===== src/rtl/dnn_l1_mac.sv =====
// First hidden DNN layer: buffers one context window of NIN samples, then
// evaluates NOUT neurons one at a time as ReLU((sum(x*w) + b) >>> FRAC), saturated.
module dnn_l1_mac #(
  parameter int IBIT   = 13,
  parameter int WBIT   = 13,
  parameter int BBIT   = 16,
  parameter int ACCBIT = 34,
  parameter int FRAC   = 12,
  parameter int OBIT   = 13,
  parameter int NIN    = 60,
  parameter int NOUT   = 32,
  parameter int WABIT  = 12
) (
  input  logic                     clk,
  input  logic                     rst,
  input  logic                     dv_i,
  input  logic signed [IBIT-1:0]   vec_i,
  output logic        [WABIT-1:0]  w_addr,
  input  logic signed [WBIT-1:0]   w_data,
  output logic        [7:0]        b_addr,
  input  logic signed [BBIT-1:0]   b_data,
  output logic                     dv_o,
  output logic signed [OBIT-1:0]   vec_o,
  output logic        [7:0]        index_o,
  output logic                     busy_o,
  output logic                     done_o,
  output logic                     ovr_o
);

  localparam int P   = NIN + 2;
  localparam int CW  = $clog2(NIN);
  localparam int PCW = $clog2(P);
  localparam int PW  = IBIT + WBIT;

  localparam logic [CW-1:0]    CNT_LAST = CW'(NIN - 1);
  localparam logic [PCW-1:0]   PC_NIN   = PCW'(NIN);
  localparam logic [PCW-1:0]   PC_LAST  = PCW'(NIN + 1);
  localparam logic [7:0]       N_LAST   = 8'(NOUT - 1);
  localparam logic [WABIT-1:0] W_STEP   = WABIT'(NIN);
  localparam logic signed [ACCBIT-1:0] OMAX =
    {{(ACCBIT-OBIT+1){1'b0}}, {(OBIT-1){1'b1}}};

  typedef enum logic {ST_LOAD, ST_COMPUTE} state_t;

  function automatic logic [OBIT-1:0] relu_sat(input logic signed [ACCBIT-1:0] s);
    if (s[ACCBIT-1])  return '0;
    else if (s > OMAX) return OMAX[OBIT-1:0];
    else               return s[OBIT-1:0];
  endfunction

  state_t                    state_q, state_d;
  logic        [CW-1:0]      cnt_q, cnt_d;
  logic        [PCW-1:0]     pc_q, pc_d;
  logic        [7:0]         n_q, n_d;
  logic        [WABIT-1:0]   base_q, base_d;
  logic signed [ACCBIT-1:0]  acc_q, acc_d;
  logic        [OBIT-1:0]    vec_q, vec_d;
  logic        [7:0]         idx_q, idx_d;
  logic                      dv_q, dv_d;
  logic                      done_q, done_d;
  logic                      ovr_q, ovr_d;

  logic signed [IBIT-1:0]    smp_q [NIN];
  logic                      wr_en;
  logic        [CW-1:0]      kidx;
  logic signed [PW-1:0]      prod;
  logic signed [ACCBIT-1:0]  bsum;

  always_comb begin
    state_d = state_q;
    cnt_d   = cnt_q;
    pc_d    = pc_q;
    n_d     = n_q;
    base_d  = base_q;
    acc_d   = acc_q;
    vec_d   = vec_q;
    idx_d   = idx_q;
    dv_d    = 1'b0;
    done_d  = 1'b0;
    ovr_d   = ovr_q;
    wr_en   = 1'b0;
    kidx    = '0;
    prod    = '0;
    bsum    = '0;
    case (state_q)
      ST_LOAD: begin
        if (dv_i) begin
          wr_en = 1'b1;
          if (cnt_q == CNT_LAST) begin
            cnt_d   = '0;
            state_d = ST_COMPUTE;
            pc_d    = '0;
            n_d     = '0;
            base_d  = '0;
          end else begin
            cnt_d = cnt_q + CW'(1);
          end
        end
      end
      default: begin
        if (dv_i) ovr_d = 1'b1;
        pc_d = pc_q + PCW'(1);
        if (pc_q == '0) begin
          acc_d = '0;
        end else if (pc_q <= PC_NIN) begin
          // ROM data lags its address by one cycle, so pair it with sample pc-1
          kidx  = CW'(pc_q - PCW'(1));
          prod  = smp_q[kidx] * w_data;
          acc_d = acc_q + {{(ACCBIT-PW){prod[PW-1]}}, prod};
        end else begin
          bsum   = acc_q + {{(ACCBIT-BBIT){b_data[BBIT-1]}}, b_data};
          vec_d  = relu_sat(bsum >>> FRAC);
          idx_d  = n_q;
          dv_d   = 1'b1;
          pc_d   = '0;
          if (n_q == N_LAST) begin
            done_d  = 1'b1;
            state_d = ST_LOAD;
            n_d     = '0;
            base_d  = '0;
          end else begin
            n_d    = n_q + 8'd1;
            base_d = base_q + W_STEP;
          end
        end
      end
    endcase
  end

  always_ff @(posedge clk or posedge rst) begin
    if (rst) begin
      state_q <= ST_LOAD;
      cnt_q   <= '0;
      pc_q    <= '0;
      n_q     <= '0;
      base_q  <= '0;
      acc_q   <= '0;
      vec_q   <= '0;
      idx_q   <= '0;
      dv_q    <= 1'b0;
      done_q  <= 1'b0;
      ovr_q   <= 1'b0;
    end else begin
      state_q <= state_d;
      cnt_q   <= cnt_d;
      pc_q    <= pc_d;
      n_q     <= n_d;
      base_q  <= base_d;
      acc_q   <= acc_d;
      vec_q   <= vec_d;
      idx_q   <= idx_d;
      dv_q    <= dv_d;
      done_q  <= done_d;
      ovr_q   <= ovr_d;
    end
  end

  // Sample window storage carries no reset; it is always fully rewritten before use
  always_ff @(posedge clk) begin
    if (wr_en) smp_q[cnt_q] <= vec_i;
  end

  assign w_addr  = (pc_q < PC_NIN) ? base_q + WABIT'(pc_q) : base_q;
  assign b_addr  = n_q;
  assign busy_o  = (state_q == ST_COMPUTE);
  assign dv_o    = dv_q;
  assign vec_o   = vec_q;
  assign index_o = idx_q;
  assign done_o  = done_q;
  assign ovr_o   = ovr_q;

endmodule


===== config.mk =====
export PLATFORM = sky130hd
export DESIGN_NAME = dnn_l1_mac
export DESIGN_NICKNAME = d
export VERILOG_FILES = /design/src/rtl/dnn_l1_mac.sv
export SDC_FILE = /design/constraint.sdc
export NUM_CORES = 2
export LEC_CHECK = 0
export CAP_MARGIN = 20
export CORE_ASPECT_RATIO = 1.5
export CORE_MARGIN = 4
export CORE_UTILIZATION = 45
export CTS_BUF_LIST = sky130_fd_sc_hd__clkbuf_4 sky130_fd_sc_hd__clkbuf_8 sky130_fd_sc_hd__clkbuf_16
export DETAILED_ROUTE_END_ITERATION = 10
export HOLD_SLACK_MARGIN = 0.15
export PLACE_DENSITY_LB_ADDON = 0.15
export SLEW_MARGIN = 20
export SYNTH_ARGS = -nofsm -noshare
export SYNTH_HDL_FRONTEND = slang
export SYNTH_SLANG_ARGS = --single-unit

===== constraint.sdc =====
create_clock -name clk -period 10.3 [get_ports clk]
set_input_delay 2.06 -clock clk [delete_from_list [all_inputs] [get_ports clk]]
set_output_delay 2.06 -clock clk [all_outputs]
set_load 0.02 [all_outputs]

==> flow_summary.ini <==
[outcome]
status = finished, final reports clean

[layout]
antenna_cells = 0
fillers = 7706
seqCellArea_um2 = 25700
design_area_um2 = 49800
finalNetCount = 3518
area_growth_pct = 15.5
drive_above_1_share_pct = 20.0
multi_input_area_um2 = 16400

[clock_tree]
clk_latency_ns = 0.66
clock_tree.root_cell = clkbuf_16
cts_buffers = 81
clkTransAtPathRegs_ns = 0.06
cts.sinks = 869
htreeDepth = 3
clock_path_buffers = 3
ctsHoldBuffers = 0
cts_tree = built

[sta]
slew_viol_final = 0
setup_viol = 0
timing.final.crit_share_pct = 96.1
hold_viol_final = 0
period_minus_slack_ns = 9.90
clock_skew_ns = 0.0272
timing.fmax_mhz = 101
slew_headroom_pct = 27.1
worst_slew_pin_slew_ns = 1.09

[synthesis]
synth_top_cell_area_share_pct = 54.3
synthFlopType = edfxtp_1
synth.net_count = 3246
ys_types = 72
syn_area_um2 = 43100
async_reset_ff_share_pct = 10.2
synthTopCellsByArea = edfxtp_1 54%, mux4_2 11%, fa_1 7.6%, dfrtp_1 5.2%, ha_1 4.1%
syn_avg_cell_area_um2 = 14.9
yosysMostFrequentCell = edfxtp_1
synth_edf_count = 780
yosys.area.top_type = edfxtp_1
netlist_instances = 2896
yosysWarnings = 0
ys_seq_area_share_pct = 59.5
yosys-top-cells-count = 780 x edfxtp_1, 321 x nand2_1, 208 x mux4_2
ys_ff_latch = 869

[drt]
wl_met2_mm = 60.5
finalWirelength_mm = 111
via_count = 25300
firstDrtPassIters = 5
drc_errors = 0
wire_per_inst_um = 24.7
vias_per_cell = 5.63
wl_met1_mm = 41.7
dr_wl_met3_mm = 4.46
routed.top_layer = met4
drt.antenna.violating_nets = 0
drt-initial-drc-count = 2008

[placement]
place_area_um2 = 46800
gp_congestion = 0.881
port_buffers = 89
hpwl_mm = 76.8

[floorplanning]
io_pins = 90
chipHeight_um = 387
coreArea_um2 = 94800
rows = 138
start_util_pct = 45.5
die_x_um = 261
dieArea_um2 = 101000

[setup_path]
max_stage_delay_ns = 0.60
end_kind = flop
crit_path_start = pc_q[0]
cp.arrival_ns = 10.40
critical_path_required_ns = 10.80
r2r_end = acc_q[29]
cp_slowest_cell = fa_1
path_max_fanout = 13
crit_path_frequent_cell = fa_1
ff2ff_path_depth = 39
rrSetupSlack_ns = 0.40
worst_setup_path_start_kind = flop
crit_type = flop to flop
reg2reg_from = pc_q[0]

[worst_hold_path]
hold_path.startpoint = ovr_o
whs_path_depth = 1
worstHoldPathType = flop to flop
hold-path-endpoint = ovr_o

[grt]
overflow = 0
grt_pass1_vias = 27000
antenna_found_initial = 0
globalRouteTotalUtil_pct = 22.1
grt_pass1_wl_mm = 167
grt_start_max_net_pins = 61

[run]
cap_violations = 0
[critical path, delay by kind of cell (launching register included)]
kind,cells,cell delay [ns]
compound gates,15,2.67
xor+xnor,2,0.29
fa+ha+maj,9,3.73
buf+inv,7,0.91
flops,1,0.49
mux,2,0.80
simple gates,4,0.85
[flip-flops by register name, indices dropped and copies added (netlist names)]
register and count:
acc_q 34, b_addr 8, base_q 10, busy_o 1
cnt_q 6, done_o 1, dv_o 1, index_o 8
ovr_o 1, pc_q 6, smp_q 780, vec_o 13
[through the flow]
stage,utilization (%),hold slack [ns],TNS [ns],worst slack (ns),std cells
final,52.5,0.458,0,0.401,4486
after global routing,52.5,0.509,-0.0187,-0.0187,4486
after CTS,52.0,0.459,0,0.0252,4453
after detailed placement,49.4,0.445,-0.186,-0.0718,4312
after global placement,49.3,0.439,-0.102,-0.0430,4310
after floorplan,-,0.471,0,0.265,2896
[final cells by class]
class                   count  area share, %
repair buffers            325           6.00
flip-flops and latches    869           51.5
multi-input cells        1689           32.8
well taps                1260           3.17
clock buffers              97           4.34
clock inverters            44          0.616
inverters                 202           1.53
[logic make-up after synthesis]
kind of cell	count (synthesis)	share of synthesized area, %
compound gates	359	5.27
xor+xnor	86	1.75
fa+ha+maj	305	11.7
buf+inv	338	3.16
flops	869	59.5
mux	210	10.9
simple gates	729	7.74
[cells in the final DEF, fill, tap and decap left out, types with 109 or more instances in the layout]
| cell | n |
|---|---|
| inv_1 | 200 |
| edfxtp_1 | 780 |
| buf_4 | 204 |
| nor2_1 | 125 |
| o21ai_0 | 109 |
| nand2_1 | 321 |
| fa_1 | 163 |
| mux4_2 | 208 |
| ha_1 | 141 |
[how the worst max path moves through the flow]
stage          slack (ns)  depth (start not counted)        end
2_1_floorplan        0.26                         46  acc_q[33]
3_3_place_gp        -0.04                         40  acc_q[31]
3_5_place_dp        -0.07                         37  acc_q[32]
4_1_cts              0.03                         38  acc_q[31]
5_1_grt             -0.02                         43  acc_q[32]
6_report             0.40                         39  acc_q[29]
[per-layer routing]
metal	track usage [%]	vias to the layer above
met3	2.57	172
met4	8.00	0
li1	-	11200
met1	26.5	13200
met5	0	-
met2	40.7	692
[what timing repair did]
item,in CTS,in global routing
pin swaps,0,9
endpoints found under the hold margin,0,0
resized for setup,4,45
endpoints found under the setup margin,4,11
buffers inserted,0,30
gates cloned,0,2
Power is left out: the tool's default activity adds up to more than one toggle a clock period on the data nets, which glitch-free logic cannot reach.
